File: src/rtl/aes_key_expand.sv
// AES-128/256 key schedule, one 128-bit round key per cycle via four S-box lookups.
// Optional round-key store compiled in with `define AES_KEY_STORE_EN.

module aes_sbox (
    input  logic [7:0] din,
    output logic [7:0] dout
);
    function automatic logic [7:0] gf_mul(input logic [7:0] a, input logic [7:0] b);
        logic [7:0] p;
        logic [7:0] x;
        p = 8'h00;
        x = a;
        for (int i = 0; i < 8; i++) begin
            if (b[i]) p = p ^ x;
            x = {x[6:0], 1'b0} ^ (x[7] ? 8'h1b : 8'h00);
        end
        return p;
    endfunction

    // Multiplicative inverse as a^254; maps 0 to 0 as the S-box requires.
    function automatic logic [7:0] gf_inv(input logic [7:0] a);
        logic [7:0] x3, x7, x15, x31, x63, x127;
        x3   = gf_mul(gf_mul(a, a), a);
        x7   = gf_mul(gf_mul(x3, x3), a);
        x15  = gf_mul(gf_mul(x7, x7), a);
        x31  = gf_mul(gf_mul(x15, x15), a);
        x63  = gf_mul(gf_mul(x31, x31), a);
        x127 = gf_mul(gf_mul(x63, x63), a);
        return gf_mul(x127, x127);
    endfunction

    function automatic logic [7:0] affine(input logic [7:0] b);
        return b ^ {b[6:0], b[7]} ^ {b[5:0], b[7:6]} ^ {b[4:0], b[7:5]} ^ {b[3:0], b[7:4]} ^ 8'h63;
    endfunction

    assign dout = affine(gf_inv(din));
endmodule

module aes_key_expand #(
    parameter  int KEY_BITS = 128,
    localparam int NR       = (KEY_BITS == 256) ? 14 : 10,
    localparam int IDXW     = 4
) (
    input  logic                clk,
    input  logic                rst,
    input  logic                start,
    input  logic [KEY_BITS-1:0] key_in,
    output logic                busy,
    output logic                rk_valid,
    output logic [IDXW-1:0]     rk_idx,
    output logic [127:0]        rk_out,
    output logic                done,
    input  logic [IDXW-1:0]     rd_idx,
    output logic [127:0]        rd_key,
    output logic                store_valid
);
    if (KEY_BITS != 128 && KEY_BITS != 256) begin : g_bad_key_bits
        $error("aes_key_expand: KEY_BITS must be 128 or 256");
    end

    localparam bit            IS256    = (KEY_BITS == 256);
    localparam logic [IDXW-1:0] LAST_IDX = IDXW'(NR);

    typedef enum logic {IDLE, GEN} state_t;

    state_t         state;
    logic [127:0]   ks_other;
    logic [7:0]     rcon;

    logic [IDXW-1:0] nxt_idx;
    logic            use_rot;
    logic            seed_hi;
    logic [127:0]    prev_key;
    logic [31:0]     last_w;
    logic [31:0]     sub_in;
    logic [31:0]     sub_out;
    logic [31:0]     t_w;
    logic [31:0]     n0, n1, n2, n3;
    logic [127:0]    next_key;

    function automatic logic [7:0] xtime(input logic [7:0] v);
        return {v[6:0], 1'b0} ^ (v[7] ? 8'h1b : 8'h00);
    endfunction

    // For 256-bit keys ks_other holds rk(i-2); the first GEN step just emits the key's low half.
    assign nxt_idx  = rk_idx + 4'd1;
    assign use_rot  = !IS256 || !nxt_idx[0];
    assign seed_hi  = IS256 && (rk_idx == '0);
    assign prev_key = IS256 ? ks_other : rk_out;
    assign last_w   = rk_out[31:0];
    assign sub_in   = use_rot ? {last_w[23:0], last_w[31:24]} : last_w;

    for (genvar g = 0; g < 4; g++) begin : g_sbox
        aes_sbox u_sbox (
            .din  (sub_in[8*g +: 8]),
            .dout (sub_out[8*g +: 8])
        );
    end

    assign t_w      = sub_out ^ (use_rot ? {rcon, 24'h000000} : 32'h0);
    assign n0       = prev_key[127:96] ^ t_w;
    assign n1       = prev_key[95:64]  ^ n0;
    assign n2       = prev_key[63:32]  ^ n1;
    assign n3       = prev_key[31:0]   ^ n2;
    assign next_key = seed_hi ? ks_other : {n0, n1, n2, n3};

    always_ff @(posedge clk) begin
        if (rst) begin
            state    <= IDLE;
            busy     <= 1'b0;
            rk_valid <= 1'b0;
            done     <= 1'b0;
            rk_idx   <= '0;
            rk_out   <= '0;
            rcon     <= 8'h01;
        end else begin
            case (state)
                IDLE: begin
                    if (start) begin
                        state    <= GEN;
                        busy     <= 1'b1;
                        rk_valid <= 1'b1;
                        done     <= 1'b0;
                        rk_idx   <= '0;
                        rk_out   <= key_in[KEY_BITS-1 -: 128];
                        rcon     <= 8'h01;
                    end
                end
                GEN: begin
                    if (rk_idx == LAST_IDX) begin
                        state    <= IDLE;
                        busy     <= 1'b0;
                        rk_valid <= 1'b0;
                        done     <= 1'b0;
                    end else begin
                        rk_idx <= nxt_idx;
                        rk_out <= next_key;
                        done   <= (nxt_idx == LAST_IDX);
                        if (use_rot) rcon <= xtime(rcon);
                    end
                end
                default: state <= IDLE;
            endcase
        end
    end

    always_ff @(posedge clk) begin
        if (state == IDLE && start)
            ks_other <= key_in[127:0];
        else if (state == GEN)
            ks_other <= rk_out;
    end

`ifdef AES_KEY_STORE_EN
    logic [127:0] store [0:14];
    logic         store_vld_q;

    always_ff @(posedge clk) begin
        if (rk_valid) store[rk_idx] <= rk_out;
    end

    always_ff @(posedge clk) begin
        if (rst)
            store_vld_q <= 1'b0;
        else if (state == IDLE && start)
            store_vld_q <= 1'b0;
        else if (done)
            store_vld_q <= 1'b1;
    end

    assign store_valid = store_vld_q;
    assign rd_key      = (rd_idx <= LAST_IDX) ? store[rd_idx] : 128'h0;
`else
    logic unused_rd_idx;
    assign unused_rd_idx = ^rd_idx;
    assign store_valid   = 1'b0;
    assign rd_key        = 128'h0;
`endif
endmodule

File: config.mk
export PLATFORM = sky130hd
export DESIGN_NAME = aes_key_expand
export DESIGN_NICKNAME = d
export VERILOG_FILES = /design/src/rtl/aes_key_expand.sv
export SDC_FILE = /design/constraint.sdc
export NUM_CORES = 2
export LEC_CHECK = 0
export CORE_ASPECT_RATIO = 1.5
export CORE_MARGIN = 8
export CORE_UTILIZATION = 50
export CTS_BUF_LIST = sky130_fd_sc_hd__clkbuf_2
export DETAILED_ROUTE_END_ITERATION = 7
export PLACE_DENSITY = 0.72
export SYNTH_ARGS = -nofsm -noshare
export SYNTH_HDL_FRONTEND = slang
export SYNTH_SLANG_ARGS = --single-unit
File: constraint.sdc
create_clock -name clk -period 39.7 [get_ports clk]
set_input_delay 5.955 -clock clk [delete_from_list [all_inputs] [get_ports clk]]
set_output_delay 5.955 -clock clk [all_outputs]
set_load 0.05 [all_outputs]
==> run summary <==
• **first-pass GRT wire length** 330.1 mm
• **CP Capture Type** flip-flop
• **clk_skew** 0.08436 ns
• **library cells used by synthesis** 146
• **warnings from Yosys** 0
• **synthesis-stage register bit count** 143
• **Most common cell on crit path** xnor2_1
• **summed instance area of the synthesized netlist** 65810 sq um
• **effective utilization at floorplan** 50.18%
• **overflow left after global routing** 0
• **buffer cell driving the clock tree root** clkbuf_2
• **clock-pin slew reported for the worst setup and hold paths after clock tree synthesis** 0.32 ns
• **Data arrival, critical path** 30.08 ns
• **placement-stage cell area** 68490 sq um
• **number of gates resized after CTS** 0
• **Synth top area share** 17.74%
• **Floorplan Core Area** 131100 sq um
• **routed via count** 59676
• **hold buffers post-CTS** 0
• **largest net degree at the start of global routing** 75
• **post-route cell area** 68730 sq um
• **layout cells sized above 1** 8.613%
• **synth cell count leaders** xnor2_1, nand2_1, nor2_1, xor2_1, xnor3_1
• **status** finished clean
• **class of the tightest hold or removal check** reg2reg
• **final max-slew violation count** 0
• **overall global routing resource usage** 28.19%
• **Area contributors post-synth** xnor2_1, xnor3_1, xor2_1, nand2_1, dfxtp_1
• **number of CTS-inserted buffers** 17
• **top cell type by total area after synthesis** xnor2_1
• **critical path class** reg2reg
• **die outline width** 312.2 microns
• **number of placement rows** 163
• **setup fix buffers added after clock tree synthesis** 0
• **Max Cap Violations** 0
• **clock tree from TritonCTS** yes
• **remaining routing DRC violations** 0
• **post-synthesis average cell area** 8.087 sq um
• **initial antenna violation count** 8
• **global placement routability congestion** 0.9572
• **Critical-path top delay cell** xnor2_1
• **Final Setup Violations** 0
• **Rel. slew slack** 12.04%
• **clock sinks** 143
• **count of flip-flops with a built-in enable after synthesis** 0
• **TNS Setup** 0 ns
• **drt pass-1 iters** 7
• **post-synthesis to final-layout area growth** 4.444%
• **Die Y** 460.3 microns
• **count of nets left with antenna violations after detail routing** 0
• **number of top-level pins** 399
• **DRC marker count from the first detailed-route iteration** 6109
• **number of nets at the end of the flow** 8129
• **Highest Clock Rate** 34.39 MHz
• **Die ar.** 143700 sq um
• **fin crit period** 29.08 ns
• **Async SR Flop Fraction** 0%
• **utilization after layout** 52.41%
• **actual transition at the worst max-transition pin** 1.310 ns
• **detailed-route wire length** 214.2 mm
• **deepest clock path buffer count** 2
• **source-to-sink clock delay at the later pin of the worst-skew pair** 1.15 ns
• **number of H-tree branching levels** 4
• **drt via density** 6.145
• **post-synthesis instance total** 8137
• **number of global-route vias before repair** 58045
• **kind of launch point of the worst setup path** flip-flop
• **number of endpoints with negative hold slack in the final report** 0
• **number of I/O port buffers** 265
• **sequential share of the synthesized area** 4.350%
• **slowest cell delay on critical path** 1.03 ns
• **maximum fanout along the worst path** 51
• **final period utilization** 73.24%
• **routed len/inst** 22.05 microns
• **Crit path required time** 40.70 ns
• **flip-flop cell with the highest count after synthesis** dfxtp_1
• **most numerous cell in the Yosys netlist** xnor2_1
• **setup repair after global routing missed its margin** false
• **sum of net half-perimeters after detailed placement** 156.4 mm
==> final timing paths <==
path,startpoint,end,slack [ns],cells past startpoint
setup / recovery,rk_out[30],rk_out[7],10.62,80
hold / removal,rk_out[35],rk_out[35],0.50,2
setup reg to reg,rk_out[30],rk_out[7],10.62,80
hold reg to reg,rk_out[35],rk_out[35],0.50,2
==> per-stage QoR <==
stage	hold slack, ns	std cells	setup WS [ns]
2_1_floorplan	0.4631	8265	16.25
3_3_place_gp	0.4634	9676	11.93
3_5_place_dp	0.4751	9676	11.40
4_1_cts	0.5053	9708	11.30
5_1_grt	0.5257	9710	8.997
6_report	0.5049	9712	10.62
==> layer usage <==
layer | up-vias | routed length [microns] | track usage (%)
li1 | 27377 | - | -
met1 | 28633 | 82470 | 33.66
met2 | 2995 | 99850 | 47.45
met3 | 671 | 20500 | 6.512
met4 | 0 | 11340 | 13.95
met5 | - | 0 | 0
==> flip-flops by register name, summed over array words and instances, names as in the netlist <==
register  flops
rk_idx        4
rcon          8
rk_valid      1
done          1
state         1
rk_out      128
==> area by class of cell <==
cell class / count / area (sq um)
Tap cell: 1732 / 2167
Timing Repair Buffer: 411 / 3739
Sequential cell: 143 / 2912
Inverter: 161 / 610.6
Antenna cell: 4 / 10.01
Fill cell: 12323 / 62410
Clock buffer: 18 / 90.09
Clock inverter: 14 / 143.9
Multi-Input combinational cell: 7229 / 59060
==> critical path, delay by kind of cell (launching register included) <==
family,cells,cell delay [ns]
mux,4,0.77
buf+inv,6,1.92
simple gates,13,2.75
flops,1,0.80
xor+xnor,37,16.13
compound gates,15,4.31
fa+ha+maj,5,2.14
==> kinds of logic after synthesis <==
| kind of cell | count (synthesis) | synth area share (%) |
|---|---|---|
| buf+inv | 893 | 6.702 |
| compound gates | 1528 | 16.14 |
| simple gates | 2610 | 17.80 |
| xor+xnor | 2634 | 49.65 |
| fa+ha+maj | 31 | 0.5894 |
| other cells | 1 | 0.005699 |
| mux | 297 | 4.757 |
| flops | 143 | 4.350 |
==> cell usage in the layout (no fill, tap or decap), types with 67 or more instances in the layout <==
cell type and instances:
nand2_1 1074, o22ai_1 72, buf_4 146, xnor2_1 1331
xnor2_2 134, nor3_1 146, a21oi_1 325, nand3_1 147
mux2i_1 240, xor3_1 67, nor2_1 743, conb_1 129
xnor3_1 423, xor2_1 540, o21ai_0 302, clkdlybuf4s50_1 263
inv_1 120, a22oi_1 108, nand2b_1 73, dfxtp_1 110
Power is not shown: default switching activity piles up to over one toggle a cycle in this logic, so the estimate is an artifact.
